**config.mk**
```make
export PLATFORM = sky130hd
export DESIGN_NAME = k732_hls_fir_filter_ip
export DESIGN_NICKNAME = d
export VERILOG_FILES = /design/src/rtl/k732_hls_fir_filter_ip.sv
export SDC_FILE = /design/constraint.sdc
export NUM_CORES = 2
export LEC_CHECK = 0
export BUFFER_PORTS_ARGS = -buffer_cell sky130_fd_sc_hd__buf_2
export CAP_MARGIN = 20
export CELL_PAD_IN_SITES_DETAIL_PLACEMENT = 2
export CELL_PAD_IN_SITES_GLOBAL_PLACEMENT = 2
export CORE_MARGIN = 5
export CORE_UTILIZATION = 41
export DETAILED_ROUTE_END_ITERATION = 10
export GPL_ROUTABILITY_DRIVEN = 1
export PLACE_DENSITY = 0.87
export SYNTH_ARGS = -nofsm -noshare
export SYNTH_HDL_FRONTEND = slang
export SYNTH_SLANG_ARGS = --single-unit
```
**constraint.sdc**
```tcl
create_clock -name ap_clk -period 37.9 [get_ports ap_clk]
set_clock_uncertainty 0.15 [all_clocks]
set_input_delay 1.895 -clock ap_clk [delete_from_list [all_inputs] [get_ports ap_clk]]
set_output_delay 1.895 -clock ap_clk [all_outputs]
set_load 0.01 [all_outputs]
```
**src/rtl/k732_hls_fir_filter_ip.sv**
```systemverilog
// Boxcar FIR filter: output is the wrapping sum of the N most recent samples,
// where N is derived each cycle from fir_time and clamped to 1..32.
module k732_hls_fir_filter_ip (
  input  logic        ap_clk,
  input  logic        ap_rst,
  input  logic [31:0] input_r,
  input  logic [31:0] fir_time,
  output logic [31:0] output_r,
  output logic        result_valid
);

  localparam int unsigned MaxTaps = 32;

  logic [31:0] d_q [MaxTaps];
  logic [5:0]  cnt_q;
  logic [5:0]  n_eff;
  logic [31:0] sum;
  logic [31:0] output_q;
  logic        valid_q;

  // Clamp the requested tap count: zero means a single tap, anything above 32 uses all taps.
  always_comb begin
    n_eff = 6'd1;
    if (fir_time == 32'd0) begin
      n_eff = 6'd1;
    end else if (fir_time > 32'd32) begin
      n_eff = 6'd32;
    end else begin
      n_eff = fir_time[5:0];
    end
  end

  // Sum the newest n_eff taps of the delay line; overflow wraps modulo 2^32.
  always_comb begin
    sum = 32'd0;
    for (int k = 0; k < MaxTaps; k++) begin
      if (6'(k) < n_eff) begin
        sum = sum + d_q[k];
      end
    end
  end

  // Delay line shift, saturating sample counter and registered result.
  always_ff @(posedge ap_clk or negedge ap_rst) begin
    if (!ap_rst) begin
      for (int k = 0; k < MaxTaps; k++) begin
        d_q[k] <= 32'd0;
      end
      cnt_q    <= 6'd0;
      output_q <= 32'd0;
      valid_q  <= 1'b0;
    end else begin
      d_q[0] <= input_r;
      for (int k = 1; k < MaxTaps; k++) begin
        d_q[k] <= d_q[k-1];
      end
      if (cnt_q != 6'd32) begin
        cnt_q <= cnt_q + 6'd1;
      end
      output_q <= sum;
      // Valid only once the window is fully populated with post-reset samples.
      valid_q  <= (cnt_q >= n_eff);
    end
  end

  assign output_r     = output_q;
  assign result_valid = valid_q;

endmodule

```
==> results of run 1 <==
cell families after synthesis:
group | synth area share, %
AOI/OAI and AO/OA | 24.4
xor gates and xnor gates | 7.56
adders and majority gates | 15.0
buffers and inverters | 3.10
DFF | 30.9
muxes | 1.28
and+or+nand+nor | 17.8
synthesized netlist by cell type (19+ instances only):
master / instances / area, um^2
nand2_1: 1186 / 4450
dfrtp_1: 1063 / 26600
ha_1: 981 / 12300
nor2_1: 918 / 3450
a21oi_1: 835 / 4180
o21ai_0: 706 / 3530
xnor2_1: 482 / 4220
inv_1: 411 / 1540
a21o_1: 350 / 2630
xor2_1: 244 / 2140
nor3_1: 233 / 1170
clkbuf_1: 224 / 841
o21a_1: 222 / 1670
nand3_1: 182 / 911
nand2b_1: 143 / 895
nor2b_1: 140 / 876
a31oi_1: 130 / 813
a211oi_1: 121 / 908
or3_1: 98 / 613
o31ai_1: 97 / 728
o211ai_1: 95 / 713
a21boi_0: 93 / 698
and3_1: 92 / 576
and2_1: 80 / 500
o21bai_1: 78 / 586
or2_2: 63 / 394
mux2_2: 59 / 664
nand4_1: 52 / 325
o21ai_1: 51 / 255
buf_1: 48 / 180
o22ai_1: 47 / 294
a211o_1: 41 / 359
mux2i_1: 40 / 400
nor3b_1: 38 / 285
nor4_1: 35 / 219
fa_1: 31 / 621
a22oi_1: 26 / 195
a31o_2: 25 / 219
and4_1: 23 / 201
a221oi_1: 22 / 193
o31a_1: 22 / 193
a41oi_1: 21 / 184
o41ai_1: 19 / 166
through the flow:
stage | cells | setup TNS [ns] | cell area, um^2
2_1_floorplan | 10200 | 0 | 86100
3_3_place_gp | 15900 | -10.17 | 113000
==> results.json, run 1 <==
{
  "io_pins": 99,
  "netlist_instances": 10200,
  "outcome": "stopped before the end",
  "dieWidth_um": 468,
  "yosysWarningCount": 0,
  "stop_error": "[ERROR DPL-0033] detailed placement checks failed during check placement.",
  "port_buffers": 98,
  "synth.yosys.seq_area_share_pct": 30.9,
  "gp_congestion": 0.953,
  "ys_ff_latch": 1063,
  "lastStage": "detailed placement",
  "synth_flop_cell": "dfrtp_1",
  "synthesis.area_um2": 86100,
  "avgSynthCellArea_um2": 8.44,
  "async_flop_share_pct": 100,
  "synth_nets": 11300,
  "dp_hpwl_um": 693000,
  "rows": 168,
  "initial_core_util_pct": 41.1,
  "synth-edff-count": 0,
  "yosysUniqueCellTypes": 116,
  "fp.dieH_um": 468
}
==> run 2, diff against run 1 <==
--- a/config.mk
+++ b/config.mk
@@ -7,13 +7,11 @@
 export LEC_CHECK = 0
 export BUFFER_PORTS_ARGS = -buffer_cell sky130_fd_sc_hd__buf_2
 export CAP_MARGIN = 20
-export CELL_PAD_IN_SITES_DETAIL_PLACEMENT = 2
-export CELL_PAD_IN_SITES_GLOBAL_PLACEMENT = 2
 export CORE_MARGIN = 5
-export CORE_UTILIZATION = 41
+export CORE_UTILIZATION = 40
 export DETAILED_ROUTE_END_ITERATION = 10
 export GPL_ROUTABILITY_DRIVEN = 1
-export PLACE_DENSITY = 0.87
+export PLACE_DENSITY_LB_ADDON = 0.15
 export SYNTH_ARGS = -nofsm -noshare
 export SYNTH_HDL_FRONTEND = slang
 export SYNTH_SLANG_ARGS = --single-unit
==> run 2 against run 1 <==
Compared with the run above:
- the run now ends clean
- area after synthesis stayed put
- synthesized cell count unchanged
==> results.json, run 2 <==
{
  "via_count": 89700,
  "crit_type": "primary input to flip-flop",
  "port_buffers": 98,
  "numCtsBuffers": 145,
  "finalNetCount": 14500,
  "crit_start": "fir_time[18]",
  "io_pins": 99,
  "cts_sinks": 1063,
  "crit_buf_inv": 21,
  "setup.worst_path.end_class": "flip-flop",
  "dr.pass1.iters": 6,
  "core_area_um2": 214000,
  "final_cell_mix": "buf_4, nand2_1, dfrtp_1",
  "cts_tree": "yes",
  "async_flop_share_pct": 100,
  "grt_start_max_net_pins": 145,
  "r2r-end": "output_r[31]",
  "cts_root_buf": "clkbuf_16",
  "setup_slack_ns": 1.13,
  "slew_viol_final": 0,
  "path_max_fanout": 6,
  "ys_ff_latch": 1063,
  "dpl-instance-area_um2": 112000,
  "worst_slew_pin_slew_ns": 1.06,
  "synthTopCellsByCount": "nand2_1, dfrtp_1, ha_1",
  "drive_above_1_share_pct": 36.0,
  "cts_buffer_depth": 3,
  "worstPathArrival_ns": 37.29,
  "syn_to_final_growth_pct": 45.4,
  "rows": 170,
  "crit_slowest_cell": "ha_1",
  "crit_family": "compound AO/OA/AOI/OAI gates",
  "r2r_cells": 197,
  "finalHoldViolations": 0,
  "netlist.area_leader.share_pct": 30.9,
  "rrSetupSlack_ns": 1.85,
  "drtAntennaViolNets": 0,
  "slowest_delay_ns": 0.42,
  "avgRoutedWirePerCell_um": 19.7,
  "clkSlewWorstSetupHoldPaths_ns": 0.07,
  "yosysWarningCount": 0,
  "cts.htree.levels": 4,
  "synth_most_common_cell": "nand2_1",
  "synthesis.area_um2": 86100,
  "layout_commonest_cell": "buf_4",
  "r2r-start": "d_q[992]",
  "dieWidth_um": 474,
  "grt_pass1_vias": 91700,
  "min_period_ns": 36.77,
  "clk_latency_ns": 0.80,
  "holdPathStages": 0,
  "drt-total-wl_um": 323000,
  "drt_iter0_drc": 5029,
  "die_area_um2": 225000,
  "period_share_pct": 97.0,
  "setup_viol": 0,
  "initial_core_util_pct": 40.2,
  "drt-vias-per-instance": 5.47,
  "grt_remaining_overflow": 0,
  "dp_hpwl_um": 248000,
  "hold_class": "flip-flop to flip-flop",
  "grt_pass1_wl_um": 496000,
  "critical_path_depth": 205,
  "antenna_found_initial": 5,
  "regMostFlops": "d_q",
  "crit_end": "output_r[31]",
  "start_kind": "primary input",
  "synth.yosys.seq_area_share_pct": 30.9,
  "slew_headroom_pct": 29.1,
  "fp.dieH_um": 474,
  "netlist_instances": 10200,
  "final_area_um2": 125000,
  "max_cap_viol_count": 0,
  "gp_congestion": 0.927,
  "synth_area_leaders": "dfrtp_1, ha_1, nand2_1",
  "synth_flop_cell": "dfrtp_1",
  "worstHoldStart": "d_q[972]",
  "cpMostUsedCell": "ha_1",
  "synth_area_leader_cell": "dfrtp_1",
  "post-route-drc-count": 0,
  "synth-edff-count": 0,
  "synth_nets": 11300,
  "avgSynthCellArea_um2": 8.44,
  "yosysUniqueCellTypes": 116,
  "crit_required_ns": 38.42,
  "track_usage_pct": 27.6,
  "outcome": "complete, no violations",
  "pre_cts_slack_ns": -2.86,
  "fmax_ghz": 0.0272,
  "rsz0062_at_grt": "yes",
  "largest_reg_flops": 1024
}
run 2: worst min-delay path by stage:
stage | endpoint
floorplan | d_q[991]
global placement | d_q[355]
detailed placement | d_q[663]
CTS | d_q[848]
global route | d_q[267]
finish | d_q[940]
run 2: layout make-up:
class / count / area (um^2)
Inverter: 415 / 1560
Sequential cell: 1063 / 26600
Timing Repair Buffer: 3376 / 25200
Tap cell: 2838 / 3550
Clock inverter: 36 / 354
Antenna cell: 2 / 5.00
Multi-Input combinational cell: 8437 / 63500
Clock buffer: 219 / 4370
Fill cell: 19100 / 89300
run 2: what timing repair did:
item                       4_1_cts  5_1_grt
setup endpoints to repair        5       15
setup buffers                   44      208
pin swaps                       61      548
hold buffers                     0        0
resized for setup              200     1149
run 2: cells by family (layout without fill, tap and decap cells):
family / count (synthesis) / count (layout) / share of synthesized area [%]
AO/OA/AOI/OAI: 3252 / 3252 / 24.4
XOR/XNOR: 733 / 733 / 7.56
adder cells (fa/ha/maj): 1012 / 1012 / 15.0
buffers and inverters: 704 / 4046 / 3.10
flip-flops: 1063 / 1063 / 30.9
multiplexers: 101 / 101 / 1.28
other: 0 / 2 / 0
AND/OR/NAND/NOR: 3339 / 3339 / 17.8
run 2: layer usage:
metal | global-route usage, % | wire [um]
met5 | 0 | 0
met4 | 11.0 | 14900
met3 | 2.94 | 11900
met2 | 50.8 | 163000
met1 | 32.6 | 133000
run 2: through the flow:
stage	setup TNS [ns]	cells	hold WS, ns	util, %
2_1_floorplan	0	10200	0.205	-
3_3_place_gp	-7.29	15900	0.215	52.3
3_5_place_dp	-10.0	15900	0.217	52.3
4_1_cts	0	16200	0.215	55.0
5_1_grt	-1.11	16400	0.228	58.4
6_report	0	16400	0.219	58.4
Power of run 2 is not shown: default switching activity piles up to over one toggle a cycle in this logic, so the estimate is an artifact.
